File: config.mk
export PLATFORM = sky130hd
export DESIGN_NAME = jam_cost_table_flat
export DESIGN_NICKNAME = d
export VERILOG_FILES = /design/src/rtl/jam_cost_table_if.sv /design/src/rtl/jam_cost_table.sv /design/src/flat_wrapper.sv
export SDC_FILE = /design/constraint.sdc
export NUM_CORES = 1
export LEC_CHECK = 0
export BUFFER_PORTS_ARGS = -buffer_cell sky130_fd_sc_hd__buf_2
export CAP_MARGIN = 30
export CORE_MARGIN = 5
export CORE_UTILIZATION = 56
export DETAILED_ROUTE_END_ITERATION = 10
export PLACE_DENSITY = 0.74
export RECOVER_POWER = 25
export SETUP_SLACK_MARGIN = 0.5
export SLEW_MARGIN = 0
export SYNTH_ARGS = -nofsm -noshare
export SYNTH_HDL_FRONTEND = slang
export SYNTH_SLANG_ARGS = --single-unit
File: constraint.sdc
create_clock -name CLK -period 2.3 [get_ports CLK]
set_clock_uncertainty 0.2 [all_clocks]
set_input_delay 0.345 -clock CLK [delete_from_list [all_inputs] [get_ports CLK]]
set_output_delay 0.345 -clock CLK [all_outputs]
set_load 0.01 [all_outputs]
File: src/rtl/jam_cost_table_if.sv
// rtl/jam_cost_table_if.sv - load/lookup bus for the jam_cost_table cost-matrix store (reload port under JAM_COST_RELOAD_EN)
interface jam_cost_table_if #(
  parameter int IDX_W  = 3,
  parameter int DATA_W = 7,
  parameter int SUM_W  = 13
);
  logic                 load_valid;
  logic [DATA_W-1:0]    load_data;
  logic                 load_ready;
  logic                 table_ready;
  logic [IDX_W-1:0]     W;
  logic [IDX_W-1:0]     J;
  logic [DATA_W-1:0]    Cost;
  logic [2*IDX_W:0]     load_count;
  logic [SUM_W-1:0]     checksum;
`ifdef JAM_COST_RELOAD_EN
  logic                 reload;
`endif

  // Driver side: the loader / search engine
  modport master (
    output load_valid, load_data, W, J,
`ifdef JAM_COST_RELOAD_EN
    output reload,
`endif
    input  load_ready, table_ready, Cost, load_count, checksum
  );

  // Cost-table side
  modport slave (
    input  load_valid, load_data, W, J,
`ifdef JAM_COST_RELOAD_EN
    input  reload,
`endif
    output load_ready, table_ready, Cost, load_count, checksum
  );
endinterface

File: src/rtl/jam_cost_table.sv
// rtl/jam_cost_table.sv - N x N worker/job cost matrix: streaming load, registered lookup (optional reload via JAM_COST_RELOAD_EN)
module jam_cost_table #(
  parameter int IDX_W  = 3,
  parameter int DATA_W = 7,
  parameter int SUM_W  = 13
) (
  input  logic             CLK,
  input  logic             RST,
  jam_cost_table_if.slave  bus
);
  localparam int N     = 1 << IDX_W;
  localparam int DEPTH = N * N;
  localparam int CNT_W = 2 * IDX_W + 1;

  typedef enum logic {ST_LOAD, ST_SERVE} state_t;

  state_t              r_state;
  state_t              w_next_state;
  logic [DATA_W-1:0]   r_mem [0:DEPTH-1];
  logic [CNT_W-1:0]    r_load_count;
  logic [SUM_W-1:0]    r_checksum;
  logic [DATA_W-1:0]   r_cost;
  logic                w_accept;
  logic                w_last_entry;
  logic                w_reload;

  assign w_accept     = bus.load_valid && (r_state == ST_LOAD);
  assign w_last_entry = (r_load_count == CNT_W'(DEPTH - 1));
`ifdef JAM_COST_RELOAD_EN
  assign w_reload     = bus.reload && (r_state == ST_SERVE);
`else
  assign w_reload     = 1'b0;
`endif

  // State register; reset always lands in LOAD
  always_ff @(posedge CLK) begin
    if (RST) r_state <= ST_LOAD;
    else     r_state <= w_next_state;
  end

  // Next state: leave LOAD on the edge that takes the last entry; reload returns to LOAD
  always_comb begin
    w_next_state = r_state;
    case (r_state)
      ST_LOAD:  if (w_accept && w_last_entry) w_next_state = ST_SERVE;
      ST_SERVE: if (w_reload)                 w_next_state = ST_LOAD;
      default:  w_next_state = ST_LOAD;
    endcase
  end

  // Progress counter and checksum, cleared by reset or by a reload request
  always_ff @(posedge CLK) begin
    if (RST || w_reload) begin
      r_load_count <= '0;
      r_checksum   <= '0;
    end else if (w_accept) begin
      r_load_count <= r_load_count + CNT_W'(1);
      r_checksum   <= r_checksum + {{(SUM_W-DATA_W){1'b0}}, bus.load_data};
    end
  end

  // Matrix storage, written row-major at the current count; contents survive reset
  always_ff @(posedge CLK) begin
    if (!RST && w_accept) r_mem[r_load_count[CNT_W-2:0]] <= bus.load_data;
  end

  // Lookup register: one-cycle latency in SERVE, held at zero while loading
  always_ff @(posedge CLK) begin
    if (RST)                      r_cost <= '0;
    else if (r_state == ST_SERVE) r_cost <= r_mem[{bus.W, bus.J}];
    else                          r_cost <= '0;
  end

  assign bus.load_ready  = (r_state == ST_LOAD);
  assign bus.table_ready = (r_state == ST_SERVE);
  assign bus.Cost        = r_cost;
  assign bus.load_count  = r_load_count;
  assign bus.checksum    = r_checksum;
endmodule

File: src/flat_wrapper.sv
// flat-port wrapper written by rule: the top's interface ports become plain ports
module jam_cost_table_flat 
#(
  parameter int IDX_W  = 3,
  parameter int DATA_W = 7,
  parameter int SUM_W  = 13
)
  (CLK, RST, bus_load_valid, bus_load_data, bus_W, bus_J, bus_load_ready, bus_table_ready, bus_Cost, bus_load_count, bus_checksum);
  jam_cost_table_if #(.IDX_W(IDX_W), .DATA_W(DATA_W), .SUM_W(SUM_W)) bus_i ();
  input  logic CLK;
  input  logic RST;
  input wire logic [$bits(bus_i.load_valid)-1:0] bus_load_valid;
  input wire logic [$bits(bus_i.load_data)-1:0] bus_load_data;
  input wire logic [$bits(bus_i.W)-1:0] bus_W;
  input wire logic [$bits(bus_i.J)-1:0] bus_J;
  output wire logic [$bits(bus_i.load_ready)-1:0] bus_load_ready;
  output wire logic [$bits(bus_i.table_ready)-1:0] bus_table_ready;
  output wire logic [$bits(bus_i.Cost)-1:0] bus_Cost;
  output wire logic [$bits(bus_i.load_count)-1:0] bus_load_count;
  output wire logic [$bits(bus_i.checksum)-1:0] bus_checksum;
  assign bus_i.load_valid = bus_load_valid;
  assign bus_i.load_data = bus_load_data;
  assign bus_i.W = bus_W;
  assign bus_i.J = bus_J;
  assign bus_load_ready = bus_i.load_ready;
  assign bus_table_ready = bus_i.table_ready;
  assign bus_Cost = bus_i.Cost;
  assign bus_load_count = bus_i.load_count;
  assign bus_checksum = bus_i.checksum;
  jam_cost_table #(.IDX_W(IDX_W), .DATA_W(DATA_W), .SUM_W(SUM_W)) u_core (.CLK(CLK), .RST(RST), .bus(bus_i));
endmodule
==> results of run 1 <==
==> power groups by stage <==
stage	combinational (µW)	sequential [µW]	clock, µW
floorplan	599	9710	0
global placement	1030	9710	0
detailed placement	1060	9710	0
CTS	1120	9530	7870
global route	1240	9530	8250
finish	1160	9530	7770
==> state kept, by name (all words and copies together), names as in the netlist <==
name,cells
u_core.bus.table_ready,1
u_core.bus.load_count,7
u_core.bus.checksum,13
u_core.bus.Cost,7
u_core.r_mem,448
==> cells in the mapped netlist, types with 3 or more instances <==
cell type / instances / share of area, %
nor2_1: 83 / 1.7
buf_6: 5 / 0.30
o31ai_1: 3 / 0.12
ha_1: 8 / 0.53
nand3b_1: 4 / 0.16
o221ai_1: 4 / 0.19
o21ai_0: 6 / 0.16
a22oi_1: 5 / 0.20
o22ai_1: 9 / 0.30
buf_4: 12 / 0.48
nand2_1: 37 / 0.74
nand2b_1: 4 / 0.13
a221oi_1: 8 / 0.37
buf_2: 14 / 0.37
clkbuf_1: 16 / 0.32
o21ai_1: 3 / 0.080
nor2b_1: 12 / 0.40
nand3_1: 16 / 0.43
mux2i_1: 19 / 1.0
or4_1: 4 / 0.16
o2111ai_1: 3 / 0.14
xnor2_1: 3 / 0.14
inv_1: 4 / 0.080
nor3_1: 8 / 0.21
xor2_1: 8 / 0.37
mux4_2: 112 / 13
a211oi_1: 10 / 0.40
dfxtp_1: 28 / 3.0
a21oi_1: 21 / 0.56
edfxtp_1: 448 / 72
a21o_1: 3 / 0.12
or3_1: 6 / 0.20
a22o_1: 5 / 0.23
nand4_1: 3 / 0.10
==> path summary, 6_finish.rpt <==
path	slack [ns]	from	endpoint	cells after the start
setup / recovery	0.22	u_core.bus.checksum[0]	u_core.bus.checksum[6]	7
hold reg to reg	0.28	u_core.bus.checksum[3]	u_core.bus.checksum[3]	2
setup reg to reg	0.22	u_core.bus.checksum[0]	u_core.bus.checksum[6]	7
hold / removal	0.08	bus_load_valid	u_core.bus.table_ready	4
==> cell type report <==
class | count | area, µm²
multi-input cells | 426 | 5310
flip-flops and latches | 476 | 14000
well taps | 448 | 561
inverters | 5 | 21.3
fillers | 2012 | 10200
clock inverters | 24 | 294
clock buffers | 61 | 1280
repair buffers | 172 | 1540
==> worst reg2reg max path: cells and delay by family, from the launching register on <==
kind / cells / cell delay (ns)
AOI/OAI and AO/OA: 3 / 0.66
adders and majority gates: 2 / 0.52
DFF: 1 / 0.35
and+or+nand+nor: 2 / 0.24
==> metrics by stage <==
step / hold slack [ns] / TNS [ns] / std cells
after floorplan: 0.244 / 0 / 956
after global placement: 0.264 / -0.290 / 1494
after detailed placement: 0.265 / -0.397 / 1494
after CTS: 0.0531 / 0 / 1602
after global routing: 0.110 / 0 / 1612
final: 0.0801 / 0 / 1612
==> kinds of logic (layout without fill, tap and decap cells) <==
group / count (synthesis) / in the layout / share of synthesized area (%)
AND/OR/NAND/NOR: 186 / 186 / 4.55
AO/OA/AOI/OAI: 88 / 88 / 3.24
buffers and inverters: 54 / 262 / 1.62
multiplexers: 132 / 132 / 14.6
XOR/XNOR: 11 / 11 / 0.515
adder cells (fa/ha/maj): 9 / 9 / 0.642
flip-flops: 476 / 476 / 74.9
==> what timing repair did <==
action                     4_1_cts  5_1_grt
hold endpoints to repair         7        0
setup endpoints to repair      464      422
resized for setup               53       45
setup buffers                   20       10
hold buffers                     3        0
pin swaps                       44       34
==> layer usage <==
metal | wire, µm | part of all wire [%] | up-vias
li1 | - | - | 4271
met1 | 17400 | 39 | 5156
met2 | 22300 | 50 | 458
met3 | 3340 | 7.6 | 81
met4 | 1130 | 2.6 | 2
met5 | 12 | 0.027 | -
==> impl_results.rst, run 1 <==
.. list-table::
   :header-rows: 1

   * - Metric
     - Value
   * - Total placed instance area
     - 20,700 µm²
   * - Wire length reported by the detailed router
     - 44.1 mm
   * - CP Capture Type
     - register
   * - Start-to-end type of the worst setup path
     - register to register
   * - CP Launch Type
     - register
   * - Maximum number of pins on one net before global-route repair
     - 65
   * - Row Count
     - 67
   * - Global routing's busiest layer
     - met2
   * - Final hold violations
     - 0
   * - Effective utilization at floorplan
     - 56.2%
   * - Met3 demand-to-capacity share in global routing
     - 4.70%
   * - Number of port buffers
     - 44
   * - Required time worst endpoint
     - 2.52 ns
   * - Finish-stage setup viols
     - 0
   * - Pre-CTS worst setup slack
     - -0.154 ns
   * - Initial antenna violation count
     - 1
   * - Mapped Area
     - 18,700 µm²
   * - Most common cell type on the critical path
     - a21o_1
   * - Standard cell with the maximum stage delay on the critical path
     - fa_2
   * - Final critical-path share of the clock period
     - 90.6%
   * - Final weighted congestion in routability-driven placement
     - 0.865
   * - Crit path cell chain
     - ha_4, fa_2, a21o_1, a21o_1, a211oi_2, nor3_1, nand3b_1
   * - Total number of clock tree sinks
     - 476
   * - Met1 demand-to-capacity share in global routing
     - 33.9%
   * - Clock transition at the registers of the reported paths
     - 0.06 ns
   * - Dominant register cell in the synthesized netlist
     - edfxtp_1
   * - Cell-internal power
     - 14,700 µW
   * - Maximum buffer depth of the clock tree
     - 3
   * - Max Cap Viol
     - 0
   * - Worst setup margin
     - 0.216 ns
   * - Core ar.
     - 33,300 µm²
   * - Unrepaired setup endpoints after global routing
     - true
   * - Sequential share of power
     - 51.6%
   * - Y dimension of the die
     - 193 µm
   * - Class of the worst hold path
     - input port to register
   * - Stage delay of the slowest cell on the critical path
     - 0.36 ns
   * - Portion of the post-synthesis area used by sequential elements
     - 74.9%
   * - P_sw
     - 3770 µW
   * - Commonest cells after routing, fill and taps aside
     - edfxtp_1 (448), mux4_2 (112), buf_4 (85)
   * - Number of antenna cells inserted
     - 0
   * - Actual slew at the worst max-slew pin
     - 1.41 ns
   * - Run status
     - finished clean
   * - Post-layout minimum cycle time
     - 2.08 ns
   * - Post-layout net count
     - 1,152
   * - Total global-route track usage
     - 24.4%
   * - Mapped Avg Cell Area
     - 19.6 µm²
   * - Count of flip-flops with a built-in enable after synthesis
     - 448
   * - Residual DRC count
     - 0
   * - Vias in the first global route
     - 10,400
   * - Leakage Power
     - 0.00743 µW
   * - Number of max-slew violations in the final report
     - 0
   * - Ratio of routed vias to standard cells
     - 6.18
   * - Worst Path Arrival
     - 2.30 ns
   * - Number of buffers added by the clock tree synthesis step
     - 46
   * - Fraction of registers with async set/reset
     - 0%
   * - Clock group share of total power
     - 42.1%
   * - Combined buffer and inverter count along the critical path
     - 0
   * - Power Density
     - 801 nW/µm²
   * - End-of-flow core utilization
     - 69.2%
   * - Die outline width
     - 193 µm
   * - Gate power share
     - 6.3%
   * - Final design instance area without fill
     - 23,000 µm²
   * - Family with the most delay on the worst path
     - compound AO/OA/AOI/OAI gates
   * - Number of DRC markers in iteration 0
     - 1,004
   * - Clock tree from TritonCTS
     - done
   * - Critical Path Fanout Max
     - 3
   * - Most frequent standard cell in the layout excluding fill and tap cells
     - edfxtp_1
   * - Largest voltage drop on the vdd net
     - 0.000596 V
   * - Count of state elements after synthesis
     - 476
   * - Routed len/inst
     - 27.3 µm
   * - Met2 global-route usage
     - 40.2%
   * - Residual overflow from global routing
     - 0
   * - Count of nets left with antenna violations after detail routing
     - 0
   * - I/O pin total
     - 45
   * - Insertion delay to the later sink of the worst-skew pair
     - 0.55 ns
   * - DPL Wire Length
     - 28.0 mm
   * - Design Power
     - 18,500 µW
   * - Share of cells above drive strength 1
     - 40.8%
   * - Total number of vias
     - 9,968
   * - Wire length of the first global-routing pass
     - 66.0 mm
   * - Switching power share of the total
     - 20.4%
   * - Post-synthesis cell count
     - 956
   * - H-Tree Depth
     - 2
   * - Floorplan die area
     - 37,200 µm²
   * - Layout Area Growth over Synthesis
     - 23.1%
   * - Initial DRT Pass Iterations
     - 5
   * - Yosys warning total
     - 0
   * - Post-synthesis net count
     - 981
   * - Achievable Freq
     - 0.480 GHz
   * - Clk root buf
     - clkbuf_16
   * - Headroom to the max-slew limit
     - 5.83%
   * - Number of distinct library cell variants in the gate-level netlist after synthesis
     - 50
Power figures use the tool's default switching activity.
==> run 2: changes to the inputs <==
- CORE_UTILIZATION: 56 -> 60
- PLACE_DENSITY: 0.74 -> 0.76
- clock period: 2.3 -> 2.1 ns (I/O delays scaled with it)
==> impl_results.rst, run 2 (synthesis gave the netlist of run 1 again) <==
.. list-table::
   :header-rows: 1

   * - Metric
     - Value
   * - Combined buffer and inverter count along the critical path
     - 0 (unchanged)
   * - Insertion delay to the later sink of the worst-skew pair
     - 0.55 ns (about the same)
   * - Total global-route track usage
     - 24.9% (+0.58 points)
   * - Most frequent standard cell in the layout excluding fill and tap cells
     - edfxtp_1
   * - Required time worst endpoint
     - 2.36 ns (-0.16 ns)
   * - Row Count
     - 64 (-4.5%)
   * - CP Capture Type
     - register
   * - Sequential Area
     - 14,100 µm² (+0.16%)
   * - Layout Area Growth over Synthesis
     - 22.5%
   * - Final critical-path share of the clock period
     - 97.2% (+6.6 points)
   * - Total number of clock tree sinks
     - 476 (unchanged)
   * - Final Hold Slack
     - 0.0773 ns (-0.00281 ns)
   * - Largest voltage drop on the vdd net
     - 0.000575 V (-3.6%)
   * - CTS Hold Bufs
     - 0 (-3)
   * - Crit path cell chain
     - ha_4, fa_2, a21o_1, a21o_1, a21boi_4, or4_1, a21oi_2
   * - CP Launch Type
     - register
   * - Post-layout minimum cycle time
     - 2.04 ns (-0.0435 ns)
   * - I/O pin total
     - 45 (unchanged)
   * - Leakage Power
     - 0.00731 µW (-1.7%)
   * - Post-layout net count
     - 1,142 (-0.87%)
   * - Worst Path Arrival
     - 2.30 ns (about the same)
   * - Number of buffers added by the clock tree synthesis step
     - 45 (-2.2%)
   * - Start-to-end type of the worst setup path
     - register to register
   * - Final hold violations
     - 0 (unchanged)
   * - Wire length reported by the detailed router
     - 44.2 mm (+0.27%)
   * - Core ar.
     - 30,700 µm² (-7.8%)
   * - Wire length of the first global-routing pass
     - 65.5 mm (-0.73%)
   * - Power Density
     - 858 nW/µm² (+7.1%)
   * - Count of nets left with antenna violations after detail routing
     - 0 (unchanged)
   * - Max Cap Viol
     - 0 (unchanged)
   * - Finish-stage setup viols
     - 0 (unchanged)
   * - Commonest cells after routing, fill and taps aside
     - edfxtp_1 (448), mux4_2 (112), buf_4 (70)
   * - Total Neg Setup Slack
     - 0 ns (unchanged)
   * - Y dimension of the die
     - 187 µm (-3.2%)
   * - Number of max-slew violations in the final report
     - 0 (unchanged)
   * - Largest register FFs
     - 448 (unchanged)
   * - Die outline width
     - 187 µm (-3.2%)
   * - Unrepaired setup endpoints after global routing
     - true
   * - Maximum buffer depth of the clock tree
     - 3 (unchanged)
   * - Effective utilization at floorplan
     - 61.0% (+4.8 points)
   * - Fill cells
     - 1,632 (-19%)
   * - Number of DRC markers in iteration 0
     - 1,214 (+21%)
   * - Vias in the first global route
     - 10,200 (-1.4%)
   * - Stage delay of the slowest cell on the critical path
     - 0.51 ns (+0.15 ns)
   * - Residual DRC count
     - 0 (unchanged)
   * - Maximum number of pins on one net before global-route repair
     - 65 (unchanged)
   * - Residual overflow from global routing
     - 0 (unchanged)
   * - Actual slew at the worst max-slew pin
     - 1.41 ns (-0.00620 ns)
   * - H-Tree Depth
     - 2 (unchanged)
   * - Number of port buffers
     - 44 (unchanged)
   * - Standard cell with the maximum stage delay on the critical path
     - or4_1
   * - Clock transition at the registers of the reported paths
     - 0.06 ns (about the same)
   * - Critical Path Fanout Max
     - 6 (+3)
   * - Routed len/inst
     - 28.6 µm (+4.5%)
   * - Achievable Freq
     - 0.490 GHz (+2.1%)
   * - Most common cell type on the critical path
     - a21o_1
   * - Run status
     - finished clean
   * - Floorplan die area
     - 34,800 µm² (-6.3%)
   * - Initial antenna violation count
     - 0 (-1)
   * - Clock tree from TritonCTS
     - done
   * - DPL Wire Length
     - 26.6 mm (-5.0%)
   * - Clk root buf
     - clkbuf_16
   * - Family with the most delay on the worst path
     - compound AO/OA/AOI/OAI gates
   * - Multi-input gate area
     - 5420 µm² (+2.0%)
   * - Total number of vias
     - 10,200 (+1.9%)
   * - Class of the worst hold path
     - input port to register
   * - Number of antenna cells inserted
     - 0 (unchanged)
   * - Initial DRT Pass Iterations
     - 5 (unchanged)
   * - Final weighted congestion in routability-driven placement
     - 0.915 (+5.7%)
   * - Share of cells above drive strength 1
     - 42.7% (+1.9 points)
   * - Headroom to the max-slew limit
     - 6.24% (+0.41 points)
   * - Ratio of routed vias to standard cells
     - 6.56 (+6.1%)
[run 2: worst min-delay path, delay by kind of cell]
| kind | cells | cell delay [ns] |
|---|---|---|
| compound gates | 1 | 0.11 |
| simple gates | 1 | 0.04 |
| buf+inv | 1 | 0.16 |
| fa+ha+maj | 1 | 0.15 |
[run 2: routing by layer]
metal / up-vias / wire length, µm / GRT usage (%)
met5: - / 0 / 0
met4: 0 / 983 / 5.69
met3: 67 / 3610 / 3.76
met2: 531 / 22000 / 40.4
met1: 5309 / 17600 / 36.9
li1: 4247 / - / -
[run 2: area by class of cell]
class | instances | area share (%)
sequential | 476 | 61.3
timing repair buffer | 163 | 6.64
inverter | 5 | 0.0928
clock inverter | 26 | 1.10
multi-input combinational | 426 | 23.6
tap | 396 | 2.16
clock buffer | 55 | 5.08
[run 2: stage by stage]
stage / instances / instance area (µm²) / power (µW) / utilization (%) / setup WS [ns]
after detailed placement: 1429 / 20600 / 11800 / 67.2 / -0.202
after global routing: 1547 / 22900 / 20200 / 74.8 / -0.0174
after floorplan: 956 / 19600 / 11300 / - / 0.104
after CTS: 1534 / 22600 / 19600 / 73.8 / 0.0698
after global placement: 1429 / 20600 / 11800 / 67.2 / -0.230
final: 1547 / 22900 / 19700 / 74.8 / 0.0597
[run 2: power by group]
part | switching [µW] | leakage (µW) | internal, µW
clock network | 3390 | 0.000691 | 4550
registers | 35.6 | 0.00427 | 10400
logic | 736 | 0.00235 | 551
total | 4160 | 0.00731 | 15500
[run 2: what timing repair did]
action,CTS,global route
cloned,0,0
endpoints found under the setup margin,477,483
resized for setup,67,40
pin swaps,60,37
buffers inserted,24,13
[run 2: final timing paths]
path | start | to | slack (ns) | cells past startpoint
worst max-delay path | u_core.bus.checksum[0] | u_core.bus.checksum[8] | 0.06 | 7
worst min-delay path | bus_load_data[0] | u_core.bus.checksum[0] | 0.08 | 4
worst max register to register | u_core.bus.checksum[0] | u_core.bus.checksum[8] | 0.06 | 7
worst min register to register | u_core.bus.checksum[10] | u_core.bus.checksum[10] | 0.29 | 2
==> run 3: changes to the inputs <==
- PLACE_DENSITY: 0.76 -> 0.87
==> impl_results.rst, run 3 (synthesis gave the netlist of run 1 again) <==
.. list-table::
   :header-rows: 1

   * - Metric
     - Value
   * - Topmost layer with routed signal wires
     - met4
   * - Count of nets left with antenna violations after detail routing
     - 0 (unchanged)
   * - Final Hold Slack
     - 0.0542 ns (-0.0231 ns)
   * - Residual overflow from global routing
     - 0 (unchanged)
   * - Final critical-path share of the clock period
     - 106% (+8.9 points)
   * - Total global-route track usage
     - 29.4% (+4.4 points)
   * - Number of standard cells in the layout, taps in and fillers out
     - 1,594 (+3.0%)
   * - Vias in the first global route
     - 11,300 (+10%)
   * - Total number of vias
     - 11,100 (+9.5%)
   * - Maximum number of pins on one net before global-route repair
     - 65 (unchanged)
   * - Class of the worst hold path
     - input port to register
   * - Total number of clock tree sinks
     - 476 (unchanged)
   * - H-Tree Depth
     - 2 (unchanged)
   * - Die outline width
     - 187 µm (unchanged)
   * - Row Count
     - 64 (unchanged)
   * - Worst setup margin
     - -0.127 ns (-0.187 ns)
   * - Required time worst endpoint
     - 2.38 ns (+0.02 ns)
   * - Achievable Freq
     - 0.449 GHz (-8.4%)
   * - CP Capture Type
     - register
   * - Finish-stage setup viols
     - 4 (+4)
   * - Clock tree from TritonCTS
     - done
   * - Crit path cell chain
     - ha_4, fa_2, a21o_1, a21o_1, a21boi_2, o31ai_1, a21oi_1
   * - Placed Instances
     - 1,446 (+1.2%)
   * - Design Power
     - 20,000 µW (+1.6%)
   * - Commonest cells after routing, fill and taps aside
     - edfxtp_1 (448), mux4_2 (112), buf_4 (92)
   * - Fill cells
     - 1,415 (-13%)
   * - Insertion delay to the later sink of the worst-skew pair
     - 0.56 ns (about the same)
   * - Number of buffers added by the clock tree synthesis step
     - 45 (unchanged)
   * - Y dimension of the die
     - 187 µm (unchanged)
   * - Worst Path Arrival
     - 2.51 ns (+0.21 ns)
   * - CP Launch Type
     - register
   * - WL met3
     - 5.82 mm (+61%)
   * - Actual slew at the worst max-slew pin
     - 1.45 ns (+0.0448 ns)
   * - Headroom to the max-slew limit
     - 3.25% (-3.0 points)
   * - Start-to-end type of the worst setup path
     - register to register
   * - Largest register FFs
     - 448 (unchanged)
   * - Run status
     - complete, but fails checks
   * - DPL Wire Length
     - 28.1 mm (+5.4%)
   * - Standard cell with the maximum stage delay on the critical path
     - dfxtp_4
   * - Post-layout minimum cycle time
     - 2.23 ns (+0.187 ns)
   * - Number of port buffers
     - 44 (unchanged)
   * - Max Cap Viol
     - 0 (unchanged)
   * - Pre-CTS worst setup slack
     - -0.330 ns (-0.128 ns)
   * - Final weighted congestion in routability-driven placement
     - 0.875 (-4.3%)
   * - Unrepaired setup endpoints after global routing
     - true
   * - Ratio of routed vias to standard cells
     - 6.97 (+6.3%)
   * - Initial antenna violation count
     - 1 (+1)
   * - Floorplan die area
     - 34,800 µm² (unchanged)
   * - Number of antenna cells inserted
     - 0 (unchanged)
   * - Stage delay of the slowest cell on the critical path
     - 0.36 ns (-0.15 ns)
   * - Residual DRC count
     - 0 (unchanged)
   * - Met1 Wirelength
     - 18.4 mm (+4.2%)
   * - I/O pin total
     - 45 (unchanged)
   * - Maximum buffer depth of the clock tree
     - 3 (unchanged)
   * - Clock transition at the registers of the reported paths
     - 0.06 ns (about the same)
   * - Effective utilization at floorplan
     - 61.0% (unchanged)
   * - Routed len/inst
     - 33.7 µm (+18%)
   * - Wire length of the first global-routing pass
     - 76.2 mm (+16%)
   * - Post-layout net count
     - 1,189 (+4.1%)
   * - Number of max-slew violations in the final report
     - 0 (unchanged)
   * - Number of DRC markers in iteration 0
     - 1,589 (+31%)
   * - Largest voltage drop on the vdd net
     - 0.000884 V (+54%)
   * - Clk root buf
     - clkbuf_16
   * - Most common cell type on the critical path
     - a21o_1
   * - Most frequent standard cell in the layout excluding fill and tap cells
     - edfxtp_1
   * - Core ar.
     - 30,700 µm² (unchanged)
   * - Critical Path Fanout Max
     - 6 (unchanged)
   * - Wire length reported by the detailed router
     - 53.8 mm (+22%)
   * - Violated checks
     - negative setup slack
   * - Worst setup slack for register-to-register paths
     - -0.13 ns (-0.19 ns)
   * - Total met2 wirelength after detailed routing
     - 26.3 mm (+20%)
   * - Power Density
     - 849 nW/µm² (-1.0%)
   * - Leakage Power
     - 0.00760 µW (+4.0%)
   * - Share of cells above drive strength 1
     - 45.3% (+2.6 points)
   * - Layout Area Growth over Synthesis
     - 25.7%
   * - Initial DRT Pass Iterations
     - 5 (unchanged)
   * - Final hold violations
     - 0 (unchanged)
-- run 3: cell type report --
| type | instances | area, µm² | area share, % |
|---|---|---|---|
| multi-input combinational | 426 | 5480 | 23.3 |
| clock buffer | 57 | 1210 | 5.16 |
| sequential | 476 | 14100 | 59.8 |
| inverter | 5 | 21.3 | 0.0904 |
| timing repair buffer | 210 | 2040 | 8.66 |
| tap | 396 | 495 | 2.11 |
| clock inverter | 24 | 211 | 0.899 |
-- run 3: worst paths after layout --
path | startpoint | endpoint | cells after the start
max | u_core.bus.checksum[0] | u_core.bus.checksum[10] | 7
min | bus_load_valid | u_core.bus.table_ready | 4
max reg2reg | u_core.bus.checksum[0] | u_core.bus.checksum[10] | 7
min reg2reg | u_core.bus.checksum[12] | u_core.bus.checksum[12] | 2
-- run 3: metrics by stage --
stage,TNS (ns),area [µm²],utilization [%]
2_1_floorplan,0,19600,-
3_3_place_gp,-1.22,20700,67.7
3_5_place_dp,-1.81,20700,67.7
4_1_cts,0,23200,75.8
5_1_grt,-0.474,23500,76.7
6_report,-0.262,23500,76.7
-- run 3: routing by layer --
| layer | vias to the layer above | GRT usage [%] |
|---|---|---|
| met5 | - | 0 |
| li1 | 4341 | - |
| met1 | 5572 | 39.7 |
| met3 | 234 | 5.31 |
| met2 | 971 | 48.4 |
| met4 | 0 | 11.6 |
-- run 3: power by group --
group          leakage (µW)  internal, µW  switching (µW)
clock              0.000694          4570            3500
sequential          0.00427         10400            42.4
combinational       0.00264           625             844
-- run 3: worst max-delay path, delay by kind of cell, from the launching register on --
| kind | cells | cell delay (ns) |
|---|---|---|
| adders and majority gates | 2 | 0.53 |
| DFF | 1 | 0.36 |
| AOI/OAI and AO/OA | 5 | 1.05 |
-- run 3: what timing repair did --
action / 4_1_cts / 5_1_grt
setup endpoints to repair: 481 / 497
buffers inserted: 50 / 17
gates resized for setup: 109 / 42
pin swaps: 63 / 31
hold buffers: 1 / 0
hold endpoints to repair: 1 / 0
